--- config.mk ---
export PLATFORM = sky130hd
export DESIGN_NAME = result_frame_tx
export DESIGN_NICKNAME = d
export VERILOG_FILES = /design/src/rtl/result_tx_pkg.sv /design/src/rtl/result_frame_tx.sv
export SDC_FILE = /design/constraint.sdc
export NUM_CORES = 1
export LEC_CHECK = 0
export CAP_MARGIN = 15
export CORE_MARGIN = 3
export CORE_UTILIZATION = 48
export CTS_BUF_LIST = sky130_fd_sc_hd__clkbuf_2
export CTS_CLUSTER_DIAMETER = 50
export DETAILED_ROUTE_END_ITERATION = 8
export PLACE_DENSITY = 0.87
export SETUP_SLACK_MARGIN = 0.2
export SLEW_MARGIN = 20
export SYNTH_ARGS = -nofsm -noshare
export SYNTH_HDL_FRONTEND = slang
export SYNTH_SLANG_ARGS = --single-unit
--- constraint.sdc ---
create_clock -name clk -period 2 [get_ports clk]
set_clock_uncertainty 0.2 [all_clocks]
set_input_delay 0.3 -clock clk [delete_from_list [all_inputs] [get_ports clk]]
set_output_delay 0.3 -clock clk [all_outputs]
set_load 0.005 [all_outputs]
--- src/rtl/result_tx_pkg.sv ---
// Shared types and constants for result_frame_tx.
// RESULT_TX_CKSUM_EN selects 7-byte frames with a trailing XOR checksum; otherwise frames are 6 bytes.
package result_tx_pkg;

    localparam logic [7:0] SYNC_BYTE_DEFAULT = 8'hA5;

`ifdef RESULT_TX_CKSUM_EN
    localparam int FRAME_BYTES = 7;
`else
    localparam int FRAME_BYTES = 6;
`endif

    typedef logic signed [31:0] q16_16_t;

    typedef enum logic [3:0] {
        ST_IDLE,
        ST_SYNC,
        ST_SEQ,
        ST_D3,
        ST_D2,
        ST_D1,
        ST_D0,
        ST_GAP
`ifdef RESULT_TX_CKSUM_EN
        , ST_CKSUM
`endif
    } tx_state_t;

    // Selects one byte of the word, idx 3 = MSB.
    function automatic logic [7:0] word_byte(input q16_16_t w, input logic [1:0] idx);
        logic [31:0] u;
        u = w;
        return u[8*idx +: 8];
    endfunction

endpackage

--- src/rtl/result_frame_tx.sv ---
// Serializes one Q16.16 result per handshake into SYNC, SEQ, D3..D0 [, CKSUM] bytes.
// Build option RESULT_TX_CKSUM_EN appends the XOR checksum byte.
module result_frame_tx
    import result_tx_pkg::*;
#(
    parameter logic [7:0]  SYNC_BYTE = SYNC_BYTE_DEFAULT,
    parameter int unsigned IDLE_GAP  = 0
) (
    input  logic        clk,
    input  logic        rst,
    input  logic        in_valid,
    output logic        in_ready,
    input  q16_16_t     in_data,
    output logic        tx_valid,
    input  logic        tx_ready,
    output logic [7:0]  tx_data,
    output logic        tx_last,
    output logic [15:0] frames_sent
);

    localparam logic [7:0] GAP_LOAD = (IDLE_GAP > 0) ? 8'(IDLE_GAP - 1) : 8'd0;

`ifdef RESULT_TX_CKSUM_EN
    localparam tx_state_t LAST_ST = ST_CKSUM;
`else
    localparam tx_state_t LAST_ST = ST_D0;
`endif

    tx_state_t   state_q, state_d;
    q16_16_t     word_q, word_d;
    logic [7:0]  seq_q, seq_d;
    logic [15:0] frames_q, frames_d;
    logic [7:0]  gap_q, gap_d;
`ifdef RESULT_TX_CKSUM_EN
    logic [7:0]  cksum_q, cksum_d;
`endif

    logic        byte_valid;
    logic [7:0]  byte_data;

    // Byte presented for the current state; held steady because state and word only move on a handshake.
    always_comb begin
        byte_valid = 1'b1;
        byte_data  = 8'h00;
        case (state_q)
            ST_SYNC:  byte_data = SYNC_BYTE;
            ST_SEQ:   byte_data = seq_q;
            ST_D3:    byte_data = word_byte(word_q, 2'd3);
            ST_D2:    byte_data = word_byte(word_q, 2'd2);
            ST_D1:    byte_data = word_byte(word_q, 2'd1);
            ST_D0:    byte_data = word_byte(word_q, 2'd0);
`ifdef RESULT_TX_CKSUM_EN
            ST_CKSUM: byte_data = cksum_q;
`endif
            default:  byte_valid = 1'b0;
        endcase
    end

    always_comb begin
        state_d  = state_q;
        word_d   = word_q;
        seq_d    = seq_q;
        frames_d = frames_q;
        gap_d    = gap_q;
`ifdef RESULT_TX_CKSUM_EN
        cksum_d  = cksum_q;
`endif
        case (state_q)
            ST_IDLE: begin
                if (in_valid) begin
                    word_d  = in_data;
                    state_d = ST_SYNC;
`ifdef RESULT_TX_CKSUM_EN
                    cksum_d = seq_q;
`endif
                end
            end
            ST_SYNC: if (tx_ready) state_d = ST_SEQ;
            ST_SEQ:  if (tx_ready) state_d = ST_D3;
            ST_D3:   if (tx_ready) state_d = ST_D2;
            ST_D2:   if (tx_ready) state_d = ST_D1;
            ST_D1:   if (tx_ready) state_d = ST_D0;
`ifdef RESULT_TX_CKSUM_EN
            ST_D0:   if (tx_ready) state_d = ST_CKSUM;
`endif
            ST_GAP: begin
                if (gap_q == 8'd0) state_d = ST_IDLE;
                else               gap_d   = gap_q - 8'd1;
            end
            default: ;
        endcase

`ifdef RESULT_TX_CKSUM_EN
        // Data bytes fold into the checksum as they leave; SEQ was seeded at acceptance.
        if (tx_ready && (state_q == ST_D3 || state_q == ST_D2 ||
                         state_q == ST_D1 || state_q == ST_D0))
            cksum_d = cksum_q ^ byte_data;
`endif

        if (state_q == LAST_ST && tx_ready) begin
            seq_d    = seq_q + 8'd1;
            frames_d = frames_q + 16'd1;
            if (IDLE_GAP > 0) begin
                state_d = ST_GAP;
                gap_d   = GAP_LOAD;
            end else begin
                state_d = ST_IDLE;
            end
        end
    end

    always_ff @(posedge clk) begin
        if (rst) begin
            state_q  <= ST_IDLE;
            word_q   <= '0;
            seq_q    <= 8'd0;
            frames_q <= 16'd0;
            gap_q    <= 8'd0;
`ifdef RESULT_TX_CKSUM_EN
            cksum_q  <= 8'd0;
`endif
        end else begin
            state_q  <= state_d;
            word_q   <= word_d;
            seq_q    <= seq_d;
            frames_q <= frames_d;
            gap_q    <= gap_d;
`ifdef RESULT_TX_CKSUM_EN
            cksum_q  <= cksum_d;
`endif
        end
    end

    // Outputs are quiet while reset is held, whatever state was left over.
    assign in_ready    = !rst && (state_q == ST_IDLE);
    assign tx_valid    = !rst && byte_valid;
    assign tx_data     = rst ? 8'h00 : byte_data;
    assign tx_last     = !rst && (state_q == LAST_ST);
    assign frames_sent = frames_q;

endmodule

==> results.cfg <==
[timing]
hold_slack_ns = 0.0878
period_minus_slack_ns = 2.70
worst_pin_slew_ns = 0.661
setup-violations-final = 16
finalSetupTns_ns = -5.63
post-route-period-util_pct = 135
maxSlewHeadroom_pct = 55.9
grt_setup_unrepaired = yes
final-hold-violation-count = 0
worst_slack_ns = -0.703
slew_violations = 0
fmaxAchievable_mhz = 370

[global_route]
grt_use_total_pct = 28.7
grt_pass1_vias = 3324
grt_pass1_wl_um = 16600
top_usage_layer = met2
globalRouteMet3Util_pct = 4.85
antenna_found_initial = 1
use_met2_pct = 50.3
grt_max_degree = 46
grt_remaining_overflow = 0
use_met1_pct = 32.8

[finish]
multi_input_area_um2 = 2040
n_antenna_cell = 0
fin_util_pct = 80.1
area_growth_pct = 56.9
final_nets = 541
drive_gt1_share_pct = 38.0
fillers = 346
regArea_um2 = 1390
postLayoutCellArea_um2 = 4880
final_cells = 580

[worst_setup_path]
crit_chain = buf_12 -> mux2_4 -> a222oi_1 -> nor2_4 -> buf_2
cpPeakStageDelay_ns = 0.58
critical_path_buf_inv_count = 2
rr_worst_depth = 6
cp.depth = 5
end_kind = primary output
path_max_fanout = 7
crit_path_top_delay_cell = a222oi_1
crit_path_start_kind = flip-flop
crit_family = compound AO/OA/AOI/OAI gates
crit_type = reg2out
required_ns = 1.50
worstPathArrival_ns = 2.20

[placement]
hpwlAfterDp_um = 6020
io_buffers = 62
place_area_um2 = 4040
post-place-cells = 534
globalplace.congestion = 0.975
dpl_worst_slack_ns = -0.313

[floorplan]
start_util_pct = 51.0
ios = 63
core-area_um2 = 6100
die_area_um2 = 7480
die_y_um = 86.5
rows = 28
fp.dieW_um = 86.5

[outcome]
outcome = finished with violations
violations = setup timing

[yosys]
synth_warnings = 0
synthesis.area_um2 = 3110
synth.net_count = 428
synth-seq-area-share_pct = 43.1
ys_seq_elements = 67
yosysTopAreaCell = dfxtp_1
synthDistinctLibCells = 40
syn_inst = 388
syn_avg_cell_area_um2 = 8.02
yosysTopAreaCellShare_pct = 43.1
synth_area_leaders = dfxtp_1, nand2_1, a21oi_1, nor2_1, xor2_1

[power_and_ir_drop]
p_per_area_nw_per_um2 = 582
power_switching_uw = 880
switching_share_pct = 31.0
combPwrFrac_pct = 21.3
vdd_ir_drop_max_mv = 0.783
power.share.clock_pct = 28.3
p_seq_share_pct = 50.4
leakage_nw = 2.00
totalPowerFinal_mw = 2.84
internal_power_mw = 1.96

[drt]
drt-pass1-iter-count = 7
via_per_inst = 6.60
finalWirelength_um = 13400
drc = 0
vias = 3828
first_iter_violations = 411
ant_nets = 0
wl_per_cell_um = 23.1

[clocking]
cts_sinks = 67
cts_made_buffers = 9
cts-root-buf = clkbuf_2
cts_tree = built
insertion_delay_ns = 0.54
htreeDepth = 3
clockBufferDepth = 2
clkSlewWorstSetupHoldPaths_ns = 0.21

[hold_path]
holdPathStages = 3
hp-class = in2reg

[job]
drv_cap = 0
## routing by layer
metal | vias up | part of all wire [%]
met3 | 143 | 10
li1 | 1576 | -
met5 | - | 0.11
met1 | 1739 | 34
met4 | 2 | 9.3
met2 | 368 | 46
## cell usage after synthesis (all sizes together)
| master | count |
|---|---|
| nor2 | 34 |
| a22o | 4 |
| and4b | 1 |
| nor3b | 2 |
| buf | 6 |
| and2 | 1 |
| xnor2 | 10 |
| a21oi | 49 |
| nand2 | 80 |
| dfxtp | 67 |
| nand4b | 1 |
| nor2b | 2 |
| mux2i | 3 |
| a311oi | 2 |
| a222oi | 4 |
| mux2 | 5 |
| o21ai | 8 |
| nand2b | 3 |
| nor4b | 1 |
| xor2 | 11 |
| or4 | 5 |
| a221oi | 3 |
| or3 | 8 |
| and4 | 3 |
| clkbuf | 21 |
| nor3 | 7 |
| maj3 | 1 |
| ha | 4 |
| and3 | 4 |
| nand3 | 7 |
| inv | 7 |
| o2bb2ai | 1 |
| a31o | 3 |
| a211oi | 4 |
| o31ai | 2 |
| nor4 | 5 |
| nand4 | 9 |
## layout by cell type, fill, tap and decap left out, drive strengths merged, types with 3 or more instances in the layout
cell type,Yosys,final
a222oi,4,4
dfxtp,67,67
mux2,5,5
nand4,9,9
nor2,34,34
nand2b,3,3
clkinv,0,3
ha,4,4
a21oi,49,49
clkdlybuf4s50,0,34
nor3,7,7
a22o,4,4
xnor2,10,10
a31o,3,3
dlygate4sd2,0,16
a211oi,4,4
clkbuf,21,12
a221oi,3,3
nand3,7,7
mux2i,3,3
or4,5,5
or3,8,8
nor4,5,5
and3,4,4
o21ai,8,8
inv,7,7
buf,6,78
nand2,80,80
and4,3,3
xor2,11,11
## layout make-up
cell class	instances	area share, %
well taps	75	1.92
repair buffers	129	25.3
clock buffers	11	1.13
inverters	7	0.538
multi-input cells	287	41.7
flip-flops and latches	67	28.5
clock inverters	4	0.871
## registers in the layout (all words and copies together) (netlist names)
signal       flops
frames_sent     16
seq_q            8
word_q          32
state_q          3
gap_q            8
## power by group through the flow
stage	Sequential (mW)	Clock (mW)	Combinational [mW]
after floorplan	1.43	0	0.216
after global placement	1.45	0	0.382
after detailed placement	1.45	0	0.392
after CTS	1.42	0.749	0.506
after global routing	1.43	0.839	0.623
final	1.43	0.803	0.604
## final timing paths
kind / endpoint / slack (ns) / start
setup / recovery: tx_data[4] / -0.70 / state_q[0]
hold / removal: state_q[1] / 0.09 / rst
setup reg to reg: frames_sent[15] / -0.20 / state_q[0]
hold reg to reg: word_q[20] / 0.27 / word_q[20]
## cells by family (layout without fill, tap and decap cells)
kind of cell             after synthesis  in the layout  share of synthesized area, %
flip-flops                            67             67                          43.1
multiplexers                           8              8                          2.77
buffers and inverters                 34            151                          4.26
XOR/XNOR                              21             21                          5.91
adder cells (fa/ha/maj)                5              5                          1.93
AO/OA/AOI/OAI                         80             80                          15.6
AND/OR/NAND/NOR                      173            173                          26.5
## worst register-to-register path, stage by stage (launching register included)
cell and delay, ns:
dfxtp_4 0.42, buf_4 0.15, buf_12 0.14, nand4b_4 0.21
or4_4 0.50, or3_4 0.35, a21oi_2 0.14
## what timing repair did
action / 4_1_cts / 5_1_grt
hold buffers: 0 / 0
gates cloned: 3 / 2
buffers inserted: 19 / 7
endpoints found under the setup margin: 49 / 67
pin swaps: 17 / 27
gates resized for setup: 139 / 67
No activity file was read; power rests on OpenSTA's default activity.
